File: src/rtl/msrv32_trap_ctrl.sv
// msrv32_trap_ctrl: machine-mode trap / return sequencer for the msrv32 core.
// Decodes ECALL/EBREAK/MRET, prioritises interrupts over exceptions, and
// drives PC-source select, flush, CSR update strobes and instret increment.
// Optional WFI support: define MSRV32_TRAP_CTRL_WFI_EN to add a WAIT_IRQ
// state; without it WFI retires as a plain NOP.
module msrv32_trap_ctrl #(
    parameter int RESET_CYCLES = 2
) (
    input  logic       clk_in,
    input  logic       rst_in,
    input  logic [4:0] opcode_6_to_2_in,
    input  logic [2:0] funct3_in,
    input  logic [6:0] funct7_in,
    input  logic [4:0] rs1_addr_in,
    input  logic [4:0] rs2_addr_in,
    input  logic [4:0] rd_addr_in,
    input  logic       illegal_instr_in,
    input  logic       misaligned_load_in,
    input  logic       misaligned_store_in,
    input  logic       misaligned_instr_in,
    input  logic       mie_in,
    input  logic       meie_in,
    input  logic       mtie_in,
    input  logic       msie_in,
    input  logic       meip_in,
    input  logic       mtip_in,
    input  logic       msip_in,
    output logic       trap_taken_out,
    output logic       i_or_e_out,
    output logic [3:0] cause_out,
    output logic       set_cause_out,
    output logic       set_epc_out,
    output logic       mie_clear_out,
    output logic       mie_set_out,
    output logic       instret_inc_out,
    output logic [1:0] pc_src_out,
    output logic       flush_out
);

    localparam logic [3:0] RST_LOAD = 4'(RESET_CYCLES);

    typedef enum logic [2:0] {
        RESET       = 3'd0,
        OPERATING   = 3'd1,
        TRAP_TAKEN  = 3'd2,
`ifdef MSRV32_TRAP_CTRL_WFI_EN
        TRAP_RETURN = 3'd3,
        WAIT_IRQ    = 3'd4
`else
        TRAP_RETURN = 3'd3
`endif
    } state_e;

    state_e     r_state;
    state_e     w_next;
    logic [3:0] r_rst_cnt;
    logic [3:0] w_cause;

    // SYSTEM-instruction decode; all three forms need rs1 = rd = 0
    logic w_is_sys, w_regs_zero, w_ecall, w_ebreak, w_mret;
    assign w_is_sys    = (opcode_6_to_2_in == 5'b11100) && (funct3_in == 3'b000);
    assign w_regs_zero = (rs1_addr_in == 5'd0) && (rd_addr_in == 5'd0);
    assign w_ecall     = w_is_sys && w_regs_zero && (funct7_in == 7'd0) && (rs2_addr_in == 5'd0);
    assign w_ebreak    = w_is_sys && w_regs_zero && (funct7_in == 7'd0) && (rs2_addr_in == 5'd1);
    assign w_mret      = w_is_sys && w_regs_zero && (funct7_in == 7'b0011000) && (rs2_addr_in == 5'b00010);
`ifdef MSRV32_TRAP_CTRL_WFI_EN
    logic w_wfi;
    assign w_wfi       = w_is_sys && w_regs_zero && (funct7_in == 7'b0001000) && (rs2_addr_in == 5'b00101);
`endif

    // Interrupt pending ignores mstatus.MIE (used to wake from WFI); irq does not
    logic w_irq_pend, w_irq, w_exc, w_trap;
    assign w_irq_pend = (meie_in & meip_in) | (msie_in & msip_in) | (mtie_in & mtip_in);
    assign w_irq      = mie_in & w_irq_pend;
    assign w_exc      = misaligned_instr_in | illegal_instr_in | w_ecall | w_ebreak
                      | misaligned_store_in | misaligned_load_in;
    assign w_trap     = w_irq | w_exc;

    // Cause encoding: interrupts outrank exceptions, fixed order within each group
    always_comb begin
        // NOTE: every combinational output gets a default first so no path leaves it unassigned and a latch is never inferred.
        w_cause = 4'd0;
        if (w_irq) begin
            if (meie_in & meip_in)      w_cause = 4'd11;
            else if (msie_in & msip_in) w_cause = 4'd3;
            else                        w_cause = 4'd7;
        end else if (misaligned_instr_in) w_cause = 4'd0;
        else if (illegal_instr_in)        w_cause = 4'd2;
        else if (w_ecall)                 w_cause = 4'd11;
        else if (w_ebreak)                w_cause = 4'd3;
        else if (misaligned_store_in)     w_cause = 4'd6;
        else if (misaligned_load_in)      w_cause = 4'd4;
    end

    // State register and reset-hold counter
    always_ff @(posedge clk_in) begin
        // NOTE: sequential state uses non-blocking assignments so all registers update from pre-edge values.
        if (rst_in) begin
            r_state   <= RESET;
            r_rst_cnt <= RST_LOAD;
        end else begin
            r_state <= w_next;
            if (r_state == RESET && r_rst_cnt > 4'd1)
                r_rst_cnt <= r_rst_cnt - 4'd1;
        end
    end

    // Next-state logic
    always_comb begin
        w_next = r_state;
        case (r_state)
            RESET:       if (r_rst_cnt <= 4'd1) w_next = OPERATING;
            OPERATING: begin
                if (w_trap)      w_next = TRAP_TAKEN;
                else if (w_mret) w_next = TRAP_RETURN;
`ifdef MSRV32_TRAP_CTRL_WFI_EN
                else if (w_wfi)  w_next = WAIT_IRQ;
`endif
            end
            TRAP_TAKEN:  w_next = OPERATING;
            TRAP_RETURN: w_next = OPERATING;
`ifdef MSRV32_TRAP_CTRL_WFI_EN
            WAIT_IRQ:    if (w_irq_pend) w_next = OPERATING;
`endif
            default:     w_next = RESET;
        endcase
    end

    // Output decode; while reset is asserted the reset outputs apply and no strobe fires
    always_comb begin
        trap_taken_out  = 1'b0;
        i_or_e_out      = 1'b0;
        cause_out       = 4'd0;
        set_cause_out   = 1'b0;
        set_epc_out     = 1'b0;
        mie_clear_out   = 1'b0;
        mie_set_out     = 1'b0;
        instret_inc_out = 1'b0;
        pc_src_out      = 2'b01;
        flush_out       = 1'b1;
        if (rst_in || r_state == RESET) begin
            pc_src_out = 2'b00;
        end else if (r_state == OPERATING) begin
            if (w_trap) begin
                trap_taken_out = 1'b1;
                i_or_e_out     = w_irq;
                cause_out      = w_cause;
                set_cause_out  = 1'b1;
                set_epc_out    = 1'b1;
                mie_clear_out  = 1'b1;
                pc_src_out     = 2'b11;
            end else if (w_mret) begin
                mie_set_out     = 1'b1;
                instret_inc_out = 1'b1;
                pc_src_out      = 2'b10;
            end else begin
                instret_inc_out = 1'b1;
                flush_out       = 1'b0;
            end
        end
    end

endmodule

File: config.mk
export PLATFORM = sky130hd
export DESIGN_NAME = msrv32_trap_ctrl
export DESIGN_NICKNAME = d
export VERILOG_FILES = /design/src/rtl/msrv32_trap_ctrl.sv
export SDC_FILE = /design/constraint.sdc
export NUM_CORES = 1
export LEC_CHECK = 0
export CORE_UTILIZATION = 30
export DETAILED_ROUTE_END_ITERATION = 8
export PLACE_DENSITY = 0.89
export REMOVE_ABC_BUFFERS = 1
export SYNTH_ARGS = -nofsm -noshare
export SYNTH_HDL_FRONTEND = slang
export SYNTH_SLANG_ARGS = --single-unit
File: constraint.sdc
create_clock -name clk_in -period 5.2 [get_ports clk_in]
set_input_delay 1.04 -clock clk_in [delete_from_list [all_inputs] [get_ports clk_in]]
set_output_delay 1.04 -clock clk_in [all_outputs]
set_load 0.03 [all_outputs]
== Word-level counts from Yosys, hierarchy flattened ==
Cells that the tools add are included.
W data, S select, Z words.

* Bits in registers: 7
* Output and inout bits: 14
* Word-level logic and storage cells: 80

* Add/subtract/negate cells: 1
* Magnitude comparators: 2
* Eq/ne operators: 9
* Multiplexer cells: 36
* Bitwise logic cells: 12
* Reduce and logical (&&, ||, !) cells: 18

{| class="wikitable"
|+ Operators with widths
! kind !! count
|-
| $mux W4 || 8
|-
| $mux W3 || 7
|-
| $mux W1 || 16
|-
| $logic_not A5 Y1 || 3
|-
| $logic_and A1 B1 Y1 || 9
|-
| $pmux W3 S3 || 1
|-
| $mux W2 || 4
|-
| $or A1 B1 Y1 || 8
|-
| $eq A7 B5 Y1 const B || 1
|-
| $logic_not A7 Y1 || 1
|-
| $eq A3 B2 Y1 const B || 2
|-
| $logic_not A3 Y1 || 2
|-
| $eq A5 B1 Y1 const B || 1
|-
| $eq A5 B2 Y1 const B || 1
|-
| $eq A5 B5 Y1 const B || 1
|-
| $and A1 B1 Y1 || 4
|-
| $gt A4 B1 Y1 const B || 1
|-
| $le A4 B1 Y1 const B || 1
|-
| $sub A4 B1 Y4 const B || 1
|-
| $eq A3 B1 Y1 const B || 1
|-
| $ne A3 B3 Y1 const B || 1
|-
| $ne A2 B1 Y1 const B || 1
|-
| $reduce_and A2 Y1 || 1
|-
| $reduce_or A2 Y1 || 1
|-
| $logic_or A1 B1 Y1 || 1
|}

== Logic depth before layout (Yosys ltp) ==
* Word-level depth: 13
* Depth in mapped cells: 7
* Gate-level depth less buffers: 7

== Worst setup path after synthesis ==
OpenSTA, ideal clock, no wires.

* Path kind: input to output
* Start point: in funct7_in[1]
* End point: out cause_out[1]
* Data arrival time: 2.988 ns
* Path slack: 1.172 ns
* Cell stages on the path: 5
* Path through: or4_4 nor4_4 a211oi_4 nor2_1 o21a_1

* Word-level cells in the longest chain between the ends: 11

{| class="wikitable"
|+ RTL lines
! what !! RTL line !! text
|-
| start, declared || 13 || <nowiki>input logic [6:0] funct7_in,</nowiki>
|-
| $logic_not A7 Y1 (*) || 63, 64 ||
|-
| $logic_and A1 B1 Y1 (*) || 63, 64 ||
|-
| $logic_and A1 B1 Y1, on equally long branches || 64, 63 ||
|-
| $mux W3 / $or A1 B1 Y1 (equally long branches) || 90, 75 ||
|-
| $mux W4 / $or A1 B1 Y1 (equally long branches) || 89, 75 ||
|-
| $mux W4 / $or A1 B1 Y1 (equally long branches) || 88, 76 ||
|-
| $mux W4 / $or A1 B1 Y1 (equally long branches) || 87, 76 ||
|-
| $mux W4 / $or A1 B1 Y1 (equally long branches) || 83, 77 ||
|-
| $mux W4 (*) || 144 || <nowiki>if (w_trap) begin</nowiki>
|-
| $mux W4 (*) || 143 || <nowiki>end else if (r_state == OPERATING) begin</nowiki>
|-
| $mux W4 (*) || 141 || <nowiki>if (rst_in || r_state == RESET) begin</nowiki>
|-
| end, declared || 30 || <nowiki>output logic [3:0] cause_out,</nowiki>
|}

Mark *: on every way between the ends. The rest lies on a longest branch, timed or not.

== Final worst setup path ==
* Start point: in funct7_in[0]
* End point: out cause_out[1]

Same word-level chain as after synthesis.

==> run metrics <==
CP most frequent cell=clkdlybuf4s50_1; first-iteration detailed-routing DRC count=12; Fill cells=162; hpwl dp=1660 um; Placement Rows=16; setup repair bufs after CTS=0; Seq/Total Area, Yosys=0.189; core footprint=0.00198 mm^2; IO Pins=57; Max Cap Viol=0; Hold Fails Final Rpt=0; hold endpoint=r_rst_cnt[1]; vias after detailed routing=797; clock-pin slew on the worst setup and hold paths=0.04 ns; die width=48.0 um; Slew @ Worst Pin=0.764 ns; Sink Count=6; TritonCTS clock tree=built; Final Max Slew Viols=0; CP top delay family=simple AND/OR/NAND/NOR gates; Mean Syn Cell Area=8.35 um^2; setup TNS=0 ns; CP Max Fanout=6; GR Util met2=0.376; startpoint types=input port; Synth Instances=76; HP Class=reg -> reg; Crit-path slowest cell=clkdlybuf4s50_1; placed cell areas=0.00121 mm^2; FF-to-FF path depth=7; f_max=215 MHz; CP Cell Sequence=clkdlybuf4s50_1 > or4_1 > nor4_4 > a211oi_4 > nor2_1 > o21a_1 > clkdlybuf4s50_1; clock buffer depth=2; Data required, critical path=4.16 ns; Final Skew=0.000983 ns; nets=179; post_cts resized=0; CP bufs+invs=2; Starting Density=0.320; final worst-path cycle share=0.894; Max H-tree Level=1; critical path's largest stage delay=0.66 ns; Layout area overhead=93.7%; Worst setup EP type=output port; RSZ-0062 raised after global routing=no; Yosys cell types=38; wire per inst=12.0 um; vias per inst=5.01; first-pass GRT wire length=2980 um; GPL Wtd Cong=0.692; grt ovf=0; crit path DAT=3.61 ns; static leakage=0.441 nW; worst r2r src=r_rst_cnt[0]; Hold Path Origin=r_rst_cnt[1]; GR Util met1=0.176; post-route insts no fill=159; Worst VDD drop=0.162 mV; finished layout cell area=0.00123 mm^2; Mapped Area=634 um^2; ANT nets after route=0; Antenna diodes=0; Post-Place Cells=156; number of global-route vias before repair=808; status=finished clean; Die H=48.0 um; GR Layer Usage met3=0.0264; DRT Pass-1 Iters=4; gr busiest metal=met2; r2r endpoint=r_rst_cnt[2]; WS Path Type=in -> out; Min Clock Period, post-route=4.65 ns; drt drc=0; GRT Total Usage=0.184; IO Port Bufs=56; Slew headroom=0.486; initial antenna violation count=0; Final setup violation count=0; Synth warnings=0; Min-Delay Path Depth=2; post-synthesis register bit count=6; PwrDens=262 mW/mm^2; CTS root buf=clkbuf_4; share of layout cells above drive strength 1=0.0909; CTS Hold Bufs=0; Clock Latency Late Sink=0.24 ns; Num CTS Buffers=3; final WL=1910 um; most common cell after layout, fill and taps aside=clkdlybuf4s50_1; R2R Setup Slk=3.45 ns; largest net degree at the start of global routing=9; most frequent cells in the layout=clkdlybuf4s50_1, nor2_1, inv_1, dfxtp_1; Die Area=0.00230 mm^2
-- cell usage after synthesis --
| cell type | instances | area share |
|---|---|---|
| or3_1 | 1 | 0.0099 |
| and4_1 | 1 | 0.014 |
| nand4b_1 | 1 | 0.014 |
| o21a_1 | 1 | 0.012 |
| nand2_1 | 4 | 0.024 |
| nor4_1 | 4 | 0.039 |
| a311oi_1 | 1 | 0.014 |
| o211ai_1 | 1 | 0.012 |
| clkinv_1 | 1 | 0.0059 |
| xnor2_1 | 3 | 0.041 |
| or2_1 | 1 | 0.0099 |
| nand3_1 | 1 | 0.0079 |
| dfxtp_1 | 6 | 0.19 |
| o31ai_1 | 1 | 0.012 |
| nand4bb_4 | 1 | 0.043 |
| or4_1 | 1 | 0.012 |
| o311a_1 | 1 | 0.016 |
| nor2_1 | 14 | 0.083 |
| or2_4 | 1 | 0.014 |
| nand4_4 | 1 | 0.034 |
| nor2b_2 | 1 | 0.014 |
| buf_4 | 3 | 0.036 |
| nand3b_1 | 1 | 0.012 |
| nor3_1 | 1 | 0.0079 |
| nand4_2 | 1 | 0.020 |
| o21ai_1 | 1 | 0.0079 |
| a32oi_1 | 1 | 0.014 |
| a211oi_4 | 1 | 0.032 |
| ha_1 | 2 | 0.039 |
| nor4b_1 | 1 | 0.014 |
| a22oi_1 | 1 | 0.012 |
| nor2b_1 | 1 | 0.0099 |
| inv_1 | 6 | 0.036 |
| a21oi_1 | 4 | 0.032 |
| nor4_4 | 2 | 0.067 |
| or4_4 | 1 | 0.018 |
| a222oi_1 | 1 | 0.016 |
| a31oi_1 | 1 | 0.0099 |
-- tightest hold or removal path, cell delays in order (launching register included) --
cell      delay, ns
dfxtp_1        0.32
nand2_1        0.06
o211ai_1       0.07
-- layer usage --
metal  vias to the layer above  share of wire
met3                         2          0.040
met1                       374           0.38
li1                        396              -
met5                         -              0
met2                        25           0.57
met4                         0         0.0042
-- kinds of logic after synthesis --
| family | after synthesis | synth area share |
|---|---|---|
| flops | 6 | 0.189 |
| xor+xnor | 3 | 0.0414 |
| buf+inv | 10 | 0.0769 |
| compound gates | 15 | 0.187 |
| fa+ha+maj | 2 | 0.0394 |
| simple gates | 40 | 0.465 |
-- registers in the layout, indices dropped and copies added, names as in the netlist --
name	cells
r_rst_cnt	4
r_state	2
-- final cells by class --
class | instances | area [um^2] | area share
inverters | 7 | 26.3 | 0.0214
repair buffers | 56 | 561 | 0.456
clock buffers | 3 | 22.5 | 0.0183
multi-input cells | 60 | 465 | 0.379
flip-flops and latches | 6 | 120 | 0.0978
well taps | 27 | 33.8 | 0.0275
-- worst max path at each step --
stage	start	end	cells after the start
2_1_floorplan	funct7_in[1]	cause_out[1]	5
6_report	funct7_in[0]	cause_out[1]	7
5_1_grt	rs1_addr_in[1]	pc_src_out[1]	7
3_5_place_dp	funct3_in[1]	pc_src_out[1]	7
3_3_place_gp	funct7_in[1]	pc_src_out[1]	7
4_1_cts	funct7_in[0]	cause_out[1]	7
-- through the flow --
stage	hold slack (ns)	total power, mW	setup WS (ns)	utilization
5_1_grt	0.547	0.343	0.376	0.620
2_1_floorplan	0.476	0.196	0.121	-
6_report	0.508	0.321	0.554	0.620
3_3_place_gp	0.493	0.267	0.588	0.609
3_5_place_dp	0.499	0.276	0.556	0.609
4_1_cts	0.506	0.323	0.551	0.620
-- report_power, final --
| part | switching, mW | internal (mW) | leakage (nW) | total [mW] |
|---|---|---|---|---|
| logic | 0.100 | 0.0953 | 0.378 | 0.196 |
| clock network | 0.0170 | 0.0261 | 0.0138 | 0.0431 |
| registers | 0.0165 | 0.0662 | 0.0495 | 0.0826 |
| total | 0.134 | 0.188 | 0.441 | 0.321 |
Note: power is estimated with default switching activity, not from simulation.
